--- src/rtl/multi_draw.sv ---
// Multi-object rectangle hit tester: double-buffered object table (shadow/active)
// and a two-stage pixel pipeline (compare, then priority encode).
module multi_draw #(
  parameter int N_OBJ = 8,
  parameter int W     = 10,
  localparam int IW   = (N_OBJ > 1) ? $clog2(N_OBJ) : 1
) (
  input  logic             Clk,
  input  logic             Reset_n,
  input  logic             wr_en,
  input  logic [IW-1:0]    wr_idx,
  input  logic [W-1:0]     wr_x,
  input  logic [W-1:0]     wr_y,
  input  logic [W-1:0]     wr_sx,
  input  logic [W-1:0]     wr_sy,
  input  logic             wr_vis,
  input  logic             commit,
  input  logic             pix_valid,
  input  logic [W-1:0]     DrawX,
  input  logic [W-1:0]     DrawY,
  output logic             out_valid,
  output logic             hit,
  output logic [IW-1:0]    hit_idx,
  output logic [N_OBJ-1:0] hit_mask
);

  logic [W-1:0]     sh_x   [N_OBJ];
  logic [W-1:0]     sh_y   [N_OBJ];
  logic [W-1:0]     sh_sx  [N_OBJ];
  logic [W-1:0]     sh_sy  [N_OBJ];
  logic [N_OBJ-1:0] sh_vis;

  logic [W-1:0]     act_x  [N_OBJ];
  logic [W-1:0]     act_y  [N_OBJ];
  logic [W-1:0]     act_sx [N_OBJ];
  logic [W-1:0]     act_sy [N_OBJ];
  logic [N_OBJ-1:0] act_vis;

  logic [31:0]      wr_idx_ext;
  logic             wr_ok;

  logic [N_OBJ-1:0] hit_vec;
  logic             s1_valid;
  logic [N_OBJ-1:0] s1_vec;
  logic [IW-1:0]    enc_idx;

  // Widened index so the range check stays meaningful for non power-of-two N_OBJ.
  assign wr_idx_ext = 32'(wr_idx);
  assign wr_ok      = wr_en && (wr_idx_ext < 32'(N_OBJ));

  always_ff @(posedge Clk or negedge Reset_n) begin
    if (!Reset_n) begin
      for (int i = 0; i < N_OBJ; i++) begin
        sh_x[i]  <= '0;
        sh_y[i]  <= '0;
        sh_sx[i] <= '0;
        sh_sy[i] <= '0;
      end
      sh_vis <= '0;
    end else if (wr_ok) begin
      sh_x[wr_idx]   <= wr_x;
      sh_y[wr_idx]   <= wr_y;
      sh_sx[wr_idx]  <= wr_sx;
      sh_sy[wr_idx]  <= wr_sy;
      sh_vis[wr_idx] <= wr_vis;
    end
  end

  // Commit copies the pre-edge shadow, so a same-edge write stays pending.
  always_ff @(posedge Clk or negedge Reset_n) begin
    if (!Reset_n) begin
      for (int i = 0; i < N_OBJ; i++) begin
        act_x[i]  <= '0;
        act_y[i]  <= '0;
        act_sx[i] <= '0;
        act_sy[i] <= '0;
      end
      act_vis <= '0;
    end else if (commit) begin
      act_x   <= sh_x;
      act_y   <= sh_y;
      act_sx  <= sh_sx;
      act_sy  <= sh_sy;
      act_vis <= sh_vis;
    end
  end

  // End of span computed one bit wider so objects near the edge clip instead of wrapping.
  function automatic logic in_span(input logic [W-1:0] p, input logic [W-1:0] lo,
                                   input logic [W-1:0] len);
    logic [W:0] hi;
    hi = {1'b0, lo} + {1'b0, len};
    return (p >= lo) && ({1'b0, p} < hi);
  endfunction

  always_comb begin
    hit_vec = '0;
    for (int i = 0; i < N_OBJ; i++) begin
      hit_vec[i] = act_vis[i] && in_span(DrawX, act_x[i], act_sx[i])
                              && in_span(DrawY, act_y[i], act_sy[i]);
    end
  end

  always_ff @(posedge Clk or negedge Reset_n) begin
    if (!Reset_n) begin
      s1_valid <= 1'b0;
      s1_vec   <= '0;
    end else begin
      s1_valid <= pix_valid;
      if (pix_valid) begin
        s1_vec <= hit_vec;
      end
    end
  end

  always_comb begin
    enc_idx = '0;
    for (int i = N_OBJ - 1; i >= 0; i--) begin
      if (s1_vec[i]) begin
        enc_idx = IW'(i);
      end
    end
  end

  // Result registers only move on a valid stage-1 entry; bubbles leave them untouched.
  always_ff @(posedge Clk or negedge Reset_n) begin
    if (!Reset_n) begin
      out_valid <= 1'b0;
      hit       <= 1'b0;
      hit_idx   <= '0;
      hit_mask  <= '0;
    end else begin
      out_valid <= s1_valid;
      if (s1_valid) begin
        hit      <= |s1_vec;
        hit_idx  <= enc_idx;
        hit_mask <= s1_vec;
      end
    end
  end

endmodule

--- config.mk ---
export PLATFORM = sky130hd
export DESIGN_NAME = multi_draw
export DESIGN_NICKNAME = d
export VERILOG_FILES = /design/src/rtl/multi_draw.sv
export SDC_FILE = /design/constraint.sdc
export NUM_CORES = 1
export LEC_CHECK = 0
export BUFFER_PORTS_ARGS = -buffer_cell sky130_fd_sc_hd__buf_2
export CAP_MARGIN = 25
export CORE_MARGIN = 1.5
export CORE_UTILIZATION = 64
export DETAILED_ROUTE_END_ITERATION = 7
export MAX_ROUTING_LAYER = met4
export PLACE_DENSITY_LB_ADDON = 0.15
export SLEW_MARGIN = 25
export SYNTH_ARGS = -nofsm -noshare
export SYNTH_HDL_FRONTEND = slang
export SYNTH_SLANG_ARGS = --single-unit
--- constraint.sdc ---
create_clock -name Clk -period 4.43 [get_ports Clk]
set_clock_uncertainty 0.1 [all_clocks]
set_input_delay 0.886 -clock Clk [delete_from_list [all_inputs] [get_ports Clk]]
set_output_delay 0.886 -clock Clk [all_outputs]
set_load 0.03 [all_outputs]
# After elaboration in Yosys (flattened, before gate mapping)
# Index checks and enable logic that the tools add are counted.
[word_totals] wordCells=179 ff_bits=678
[op_classes] bitwise_logic=1 n_reduce_logical=36 mux=17 addsub=16 order_cmp=37
[ops] cell="80-bit bitwise mux" n=4
[ops] cell="10-bit by 10-bit adder with 11-bit output" n=16
[ops] cell="10-bit by 11-bit less-than comparator with 1-bit output" n=16
[ops] cell="10-bit greater-or-equal comparator" n=16
[ops] cell="1-bit logical AND" n=35
[ops] cell="10-bit demux with 3-bit select" n=1
[ops] cell="3-bit 2-to-1 mux" n=8
[ops] cell="10-bit 2-to-1 mux" n=1
[ops] cell="8-bit bitwise mux" n=1
[ops] cell="3-bit by 4-bit less-than comparator with 1-bit output, second input constant" n=2
[ops] cell="8-bit OR reduction" n=1
[ops] cell="4-bit greater-or-equal comparator, second input constant" n=1
[ops] cell="4-bit by 1-bit less-than comparator with 1-bit output, second input constant" n=1
[ops] cell="3-bit NOT with 4-bit output" n=1
[ops] cell="1-bit demux with 3-bit select" n=1
[ops] cell="3-bit by 1-bit greater-or-equal comparator with 1-bit output, second input constant" n=1
[ops] cell="1-bit 2-to-1 mux" n=1

# Depth between registers and ports, before layout
# Gate-level depths: netlist of the first run.
[logic_depth] word_depth=8 depth_mapped=14 ltp_nobuf=14

# Worst setup path before layout of the first run
# No wires, ideal clock.
[synth_path] path_type="register to register" from="register act_y[0] in the netlist's numbering" to="register s1_vec[7]" setup_time_ps=110 path_stages_with_launch=15 t_arrival_ps=3081 setup_slack_ps=1138 cell_sequence="dfrtp_1 > ha_1 > fa_1 > a211o_1 > o211ai_2 > a21oi_2 > o21ai_0 > nand2b_1 > xnor2_1 > ha_1 > a21o_1 > a211o_1 > a21oi_1 > a2111oi_4 > o41ai_1"
[synth_between] elab_chain_len=4 word_cells_on_any_way=5 cone_classes="add/sub (1); order compare (2); reduce/logical (2)"
[synth_lines] element="start, declared" line_no="34" source="logic [W-1:0] act_y [N_OBJ];"
[synth_lines] element="start signal, assigned" line_no="81" source="act_y <= sh_y;"
[synth_lines] element="10-bit by 10-bit adder with 11-bit output" line_no="92" source="hi = {1'b0, lo} + {1'b0, len};"
[synth_lines] element="10-bit by 11-bit less-than comparator with 1-bit output" line_no="93" source="return (p >= lo) && ({1'b0, p} < hi);"
[synth_lines] element="1-bit logical AND *" line_no="93"
[synth_lines] element="1-bit logical AND *" line_no="100" source="&& in_span(DrawY, act_y[i], act_sy[i]);"
[synth_lines] element="end signal, assigned" line_no="111" source="s1_vec <= hit_vec;"
[synth_lines] element="end, declared" line_no="44" source="logic [N_OBJ-1:0] s1_vec;"
# Every way passes the cells marked *; elsewhere a longest branch is shown, timed or not.
# A chain may end at the register's enable or synchronous reset.

# Worst setup path in the final report of the first run
[layout_path] from="register act_x[70] in the netlist's numbering" to="register s1_vec[0]"
[layout_between] elab_chain_len=5 word_cells_on_any_way=6 cone_classes="add/sub (1); order compare (2); reduce/logical (3)"
[layout_lines] element="start, declared" line_no="33" source="logic [W-1:0] act_x [N_OBJ];"
[layout_lines] element="start signal, assigned by index" line_no="73" source="act_x[i] <= '0;"
[layout_lines] element="start signal, assigned" line_no="80" source="act_x <= sh_x;"
[layout_lines] element="10-bit by 10-bit adder with 11-bit output" line_no="92"
[layout_lines] element="10-bit by 11-bit less-than comparator with 1-bit output" line_no="93"
[layout_lines] element="1-bit logical AND *" line_no="93"
[layout_lines] element="1-bit logical AND *" line_no="99" source="hit_vec[i] = act_vis[i] && in_span(DrawX, act_x[i], act_sx[i])"
[layout_lines] element="1-bit logical AND *" line_no="100"
# Marked as above.

==> key figures, run 1 <==
Critical path
  – Worst R2R Path Depth: 12
  – Critical path peak fanout: 3
  – Critical-path cell list: ha_1 -> fa_1 -> a211oi_1 -> o21bai_1 -> a2111o_1 -> nand2_1 -> xor2_1 -> ha_1 -> and3_1 -> a221oi_1 -> a211oi_1 -> o41ai_1
  – Critical path type: flip-flop to flip-flop
  – Crit path arrival time: 4100 ps
  – CP max stage cell: a211oi_1
  – Crit end category: flip-flop
  – Crit start category: flip-flop
  – FF-to-FF setup slack: 710 ps
  – Cell family with most CP delay: compound AO/OA/AOI/OAI gates
  – Reg2reg end: s1_vec[0]$_DFFE_PN0P_
  – Required @ worst endpoint: 4810 ps
  – CP bufs+invs: 0
  – Reg-to-reg startpoint: act_x[70]$_DFFE_PN0P_
  – Slowest stage delay, CP: 690 ps

Floorplanning
  – Die Y: 245 um
  – Full die area: 60300 um2
  – Starting density of the core: 0.650
  – Die width: 245 um
  – Core ar.: 57900 um2
  – Row cnt: 88
  – Io pins: 82

Detailed routing
  – Iteration-0 DRC Markers: 1670
  – WL/cell: 22.5 um
  – 1st-pass router iterations: 6
  – Vias post-DR: 25900
  – DRT Wirelength: 93700 um
  – DRC: 0
  – Vias/cell: 6.20
  – Detail Route Antenna Nets: 0

Synth
  – Yosys warns: 0
  – Library cells used by synthesis: 51
  – Post-synthesis sequential area ratio: 0.451
  – Top-area cell type share of the netlist area: 0.451
  – Async set-reset flop share out of synthesis: 1.00
  – Gate Count Post-Synth: 3236
  – Top FF cell, synth: dfrtp_1
  – Synth Area per Inst: 11.6 um2
  – Post-synth EDFFs: 0
  – Ranking of synthesized cells by area: dfrtp_1, mux2_2, ha_1
  – Synthesized area: 37600 um2
  – Yosys reg bits: 678
  – Biggest area consumer among synthesized cells: dfrtp_1
  – Syn nets: 3785

Timing
  – Final setup vio count: 0
  – Final Hold Fails: 0
  – Worst Max-Slew Pin Slew: 889 ps
  – Fmax: 269 MHz
  – Final period util: 0.840
  – Setup total negative slack: 0 ps
  – Slew Limit Fails: 0
  – Relative max-transition margin: 0.407
  – RSZ-0062 raised after global routing: false
  – Final min period: 3720 ps

GRT
  – GR Util All Layers: 0.330
  – GRT overflow: 0
  – Pin count of the biggest net entering global routing: 101
  – Initial antenna violation count: 3
  – Number of global-route vias before repair: 26800
  – Global-route wire length before repair: 149000 um

CTS
  – Reg clk slew, reported paths: 60 ps
  – Clock Root Buffer: clkbuf_16
  – CTS Buf Count: 74
  – Clock Path Buffers: 3
  – CTS tree: yes
  – Clock sink total: 678
  – Clk_lat worst skew: 630 ps
  – Cts repair resizes: 0
  – Postcts setup bufs: 0
  – Hold_buf cts: 0
  – H-tree depth: 3

Placed design
  – Final RePlAce weighted congestion: 0.912
  – Hpwl dp: 64300 um
  – Port-buffer cells: 81

Run
  – Max Cap Violations: 0

Layout
  – Multi-input logic area: 19700 um2
  – Layout cells sized above 1: 0.233
  – Nets: 3890
  – Synthesis-to-finish area growth: 10.6%
  – Fillers: 4100
  – Final core utilization: 0.719
  – Seq. cell area: 17000 um2

Status
  – Status: finished clean

Worst hold path
  – Worst hold path type: primary input to asynchronous set/reset pin

Pwr
  – PwrDens: 570 nW/um2
  – Peak supply drop: 0.378 mV
  – LEAKAGE: 19.6 nW
## layout by cell type, fill, tap and decap left out, types with 21 or more instances in the layout
master / netlist / routed
a2111oi_0: 32 / 32
a211oi_1: 27 / 27
a21o_1: 64 / 64
a21oi_1: 120 / 120
a31o_2: 23 / 23
buf_2: 16 / 79
buf_4: 0 / 27
clkbuf_16: 0 / 75
dfrtp_1: 678 / 678
ha_1: 464 / 464
inv_1: 177 / 177
mux2_2: 521 / 521
nand2_1: 248 / 248
nand2b_1: 38 / 38
nand3_1: 24 / 24
nand4_1: 31 / 31
nor2_1: 68 / 68
nor3_1: 23 / 21
o211ai_1: 33 / 33
o21a_1: 36 / 36
o21ai_0: 246 / 246
xnor2_1: 29 / 29
xor2_1: 92 / 92
## through the flow
step	hold slack [ps]	area, um2	setup slack (ps)	instances	power (W)
2_1_floorplan	252	37600	1140	3236	0.0149
3_3_place_gp	354	39100	899	4030	0.0167
3_5_place_dp	359	39100	824	4030	0.0173
4_1_cts	266	41600	819	4164	0.0238
5_1_grt	294	41600	597	4167	0.0254
6_report	239	41600	711	4168	0.0237
## synth_stat cells, drive strengths merged (27+ instances only)
library cell	instances
dfrtp	678
mux2	521
ha	464
nand2	248
o21ai	246
inv	177
a21oi	122
xor2	92
clkbuf	74
nor2	68
a21o	65
nand2b	38
o21a	36
o211ai	34
a2111oi	33
nand4	31
xnor2	29
a211oi	27
## flip-flops by register name, summed over array words and instances (netlist names)
signal     cells
s1_valid       1
hit_mask       8
sh_x          80
s1_vec         8
hit            1
act_x         80
out_valid      1
act_sy        80
act_sx        80
sh_sy         80
hit_idx        3
sh_y          80
act_vis        8
sh_sx         80
act_y         80
sh_vis         8
## power by group
group | switching [W] | internal (W) | total (W)
clock network | 0.00256 | 0.00379 | 0.00635
registers | 0.000925 | 0.00761 | 0.00854
logic | 0.00471 | 0.00413 | 0.00883
## per-layer routing
layer	global-route usage	part of all wire	up-vias
met5	-	0	-
met4	0.147	0.048	0
met3	0.0530	0.047	237
met2	0.533	0.48	631
met1	0.412	0.43	13000
li1	-	-	12000
## how the worst max path moves through the flow
stage	from	endpoint	cells after the start
6_report	act_x[70]$_DFFE_PN0P_	s1_vec[0]$_DFFE_PN0P_	12
4_1_cts	act_x[70]$_DFFE_PN0P_	s1_vec[0]$_DFFE_PN0P_	12
3_3_place_gp	act_x[70]$_DFFE_PN0P_	s1_vec[0]$_DFFE_PN0P_	12
2_1_floorplan	act_y[0]$_DFFE_PN0P_	s1_vec[7]$_DFFE_PN0P_	14
5_1_grt	act_y[30]$_DFFE_PN0P_	s1_vec[4]$_DFFE_PN0P_	14
3_5_place_dp	act_x[70]$_DFFE_PN0P_	s1_vec[0]$_DFFE_PN0P_	12
## area by class of cell
cell class / count / share of cell area
Multi-Input combinational cell: 2291 / 0.473
Clock inverter: 28 / 0.00869
Clock buffer: 106 / 0.0515
Inverter: 177 / 0.0160
Antenna cell: 4 / 0.000241
Sequential cell: 678 / 0.408
Tap cell: 765 / 0.0230
Timing Repair Buffer: 119 / 0.0204
## cell families (layout without fill, tap and decap cells)
group | Yosys count | in the layout | synth area share
AO/OA/AOI/OAI | 684 | 684 | 0.116
XOR/XNOR | 121 | 121 | 0.0282
adder cells (fa/ha/maj) | 480 | 480 | 0.163
buffers and inverters | 267 | 430 | 0.0272
flip-flops | 678 | 678 | 0.451
multiplexers | 521 | 521 | 0.156
other | 0 | 4 | 0
AND/OR/NAND/NOR | 485 | 485 | 0.0589
(Power assumes the default switching activity.)
==> inputs of run 2 (changes only) <==
- clock period: 4.43 -> 3.5 ns (I/O delays scaled with it)
==> key figures, run 2 (synthesis results as in run 1) <==
Placed design
  – Inst Count DP: 4067 (+0.92%)
  – Port-buffer cells: 81 (unchanged)
  – Final RePlAce weighted congestion: 0.912 (about the same)
  – Hpwl dp: 66200 um (+2.9%)

CTS
  – Clock sink total: 678 (unchanged)
  – CTS Buf Count: 73 (-1.4%)
  – CTS tree: yes
  – Hold_buf cts: 0 (unchanged)
  – Reg clk slew, reported paths: 60 ps (about the same)
  – Clk_lat worst skew: 610 ps (-20 ps)
  – Clock Path Buffers: 3 (unchanged)
  – H-tree depth: 3 (unchanged)
  – Clock Root Buffer: clkbuf_16

Detailed routing
  – Detail Route Antenna Nets: 0 (unchanged)
  – Vias/cell: 6.22 (+0.21%)
  – Iteration-0 DRC Markers: 1677 (+0.42%)
  – Vias post-DR: 26200 (+1.2%)
  – DRT Wirelength: 95300 um (+1.7%)
  – 1st-pass router iterations: 7 (+1)
  – WL/cell: 22.6 um (+0.77%)
  – DRC: 0 (unchanged)

Critical path
  – Critical path type: flip-flop to flip-flop
  – Crit path arrival time: 3830 ps (-270 ps)
  – Required @ worst endpoint: 3880 ps (-930 ps)
  – Reg2reg end: s1_vec[4]$_DFFE_PN0P_
  – Crit end category: flip-flop
  – Reg-to-reg startpoint: act_y[30]$_DFFE_PN0P_
  – Worst R2R Path Depth: 14 (+2)
  – Crit start category: flip-flop
  – FF-to-FF setup slack: 50 ps (-660 ps)
  – Critical path peak fanout: 4 (+1)

Floorplanning
  – Io pins: 82 (unchanged)
  – Core ar.: 57900 um2 (unchanged)
  – Full die area: 60300 um2 (unchanged)
  – Die Y: 245 um (unchanged)
  – Die width: 245 um (unchanged)
  – Starting density of the core: 0.650 (unchanged)
  – Row cnt: 88 (unchanged)

Pwr
  – Net Sw Power: 0.0106 W (+29%)
  – Clock power frac: 0.260 (-0.008)
  – Reg power frac: 0.354 (-0.006)
  – Pint: 0.0199 W (+28%)
  – LEAKAGE: 19.9 nW (+1.5%)
  – PwrDens: 722 nW/um2 (+27%)
  – Peak supply drop: 0.499 mV (+32%)
  – Sw Ratio: 0.346 (+0.00112)
  – Comb power frac: 0.386 (+0.014)

GRT
  – GR Util All Layers: 0.333 (+0.00251)
  – Number of global-route vias before repair: 27000 (+0.62%)
  – Pin count of the biggest net entering global routing: 82 (-19%)
  – GRT overflow: 0 (unchanged)
  – Initial antenna violation count: 2 (-1)
  – Global-route wire length before repair: 151000 um (+1.3%)

Layout
  – Nets: 3939 (+1.3%)
  – Seq. cell area: 17000 um2 (unchanged)
  – Layout cells sized above 1: 0.260 (+0.0268)
  – Fillers: 4046 (-1.3%)
  – Leading cell type in the layout, fill and taps excluded: dfrtp_1
  – Synthesis-to-finish area growth: 12.4%
  – Most frequent cells in the layout: dfrtp_1, mux2_2, ha_1
  – Non-Filler Instances: 4208 (+0.96%)
  – Multi-input logic area: 19900 um2 (+1.3%)
  – Final core utilization: 0.730 (+0.0115)

Timing
  – Final Hold Fails: 0 (unchanged)
  – Slew Limit Fails: 0 (unchanged)
  – Final setup vio count: 0 (unchanged)
  – Final period util: 0.986 (+0.147)
  – Worst Max-Slew Pin Slew: 991 ps (+102 ps)
  – Relative max-transition margin: 0.322 (-0.0850)
  – RSZ-0062 raised after global routing: true
  – Fmax: 290 MHz (+7.7%)
  – Final min period: 3450 ps (-267 ps)

Run
  – Max Cap Violations: 0 (unchanged)

Worst hold path
  – Worst hold path type: primary input to asynchronous set/reset pin

Status
  – Status: finished clean
[run 2: cell count changes in the layout (fill, tap and decap cells not counted), sizes merged]
| cell | before | now |
|---|---|---|
| clkinv | 15 | 11 |
| inv | 181 | 180 |
| clkinvlp | 2 | 4 |
| diode | 4 | 2 |
| buf | 119 | 169 |
| clkbuf | 106 | 101 |
[run 2: worst max path at each step]
stage,endpoint,from
finish,s1_vec[4]$_DFFE_PN0P_,act_y[30]$_DFFE_PN0P_
global route,s1_vec[5]$_DFFE_PN0P_,act_y[20]$_DFFE_PN0P_
CTS,s1_vec[7]$_DFFE_PN0P_,act_x[0]$_DFFE_PN0P_
detailed placement,s1_vec[7]$_DFFE_PN0P_,act_x[1]$_DFFE_PN0P_
global placement,s1_vec[7]$_DFFE_PN0P_,act_y[0]$_DFFE_PN0P_
floorplan,s1_vec[7]$_DFFE_PN0P_,act_y[0]$_DFFE_PN0P_
[run 2: stage by stage]
step                setup TNS, ps  instance area [um2]  total power, W  worst slack [ps]  hold WS [ps]
floorplan                       0                37600          0.0189               208           252
global placement                0                39500          0.0212              42.7           356
detailed placement           -100                39500          0.0220              -100           361
CTS                             0                42000          0.0302              2.72          9.23
global route                 -230                42300          0.0326             -93.5          32.7
finish                          0                42300          0.0305              48.1          18.1
[run 2: repair_timing]
action                                  in CTS  in global routing
buffers inserted                             1                 13
pin swaps                                    1                 64
endpoints found under the hold margin        0                  0
gates resized for setup                      6                 62
endpoints found under the setup margin       1                  8
cloned                                       0                  0
[run 2: metal layers]
layer,vias up,global-route usage,wire length (um),part of all wire
li1,12100,-,-,-
met1,13200,0.428,41500,0.44
met2,649,0.535,45500,0.48
met3,243,0.0431,3920,0.041
met4,0,0.136,4290,0.045
met5,-,-,0,0
[run 2: worst max-delay path, stage by stage (launching register included)]
cell	delay, ps
dfrtp_1	430
ha_4	190
fa_2	380
a211o_1	280
o211ai_1	170
a21boi_1	110
nor2_1	140
xor2_1	160
ha_1	300
a21oi_2	130
and3_1	150
o21ai_1	80
a221oi_2	270
a211oi_2	80
o41ai_1	350
[run 2: final cells by class]
cell class | instances | area share
clock inverter | 25 | 0.00760
timing repair buffer | 169 | 0.0307
multi-input combinational | 2291 | 0.471
inverter | 177 | 0.0157
clock buffer | 101 | 0.0507
antenna | 2 | 0.000118
tap | 765 | 0.0226
sequential | 678 | 0.401
[run 2: power groups by stage]
stage | registers, W | clock network (W) | logic [W]
2_1_floorplan | 0.0106 | 0 | 0.00832
3_3_place_gp | 0.0108 | 0 | 0.0104
3_5_place_dp | 0.0109 | 0 | 0.0111
4_1_cts | 0.0108 | 0.00809 | 0.0113
5_1_grt | 0.0110 | 0.00838 | 0.0132
6_report | 0.0108 | 0.00794 | 0.0118
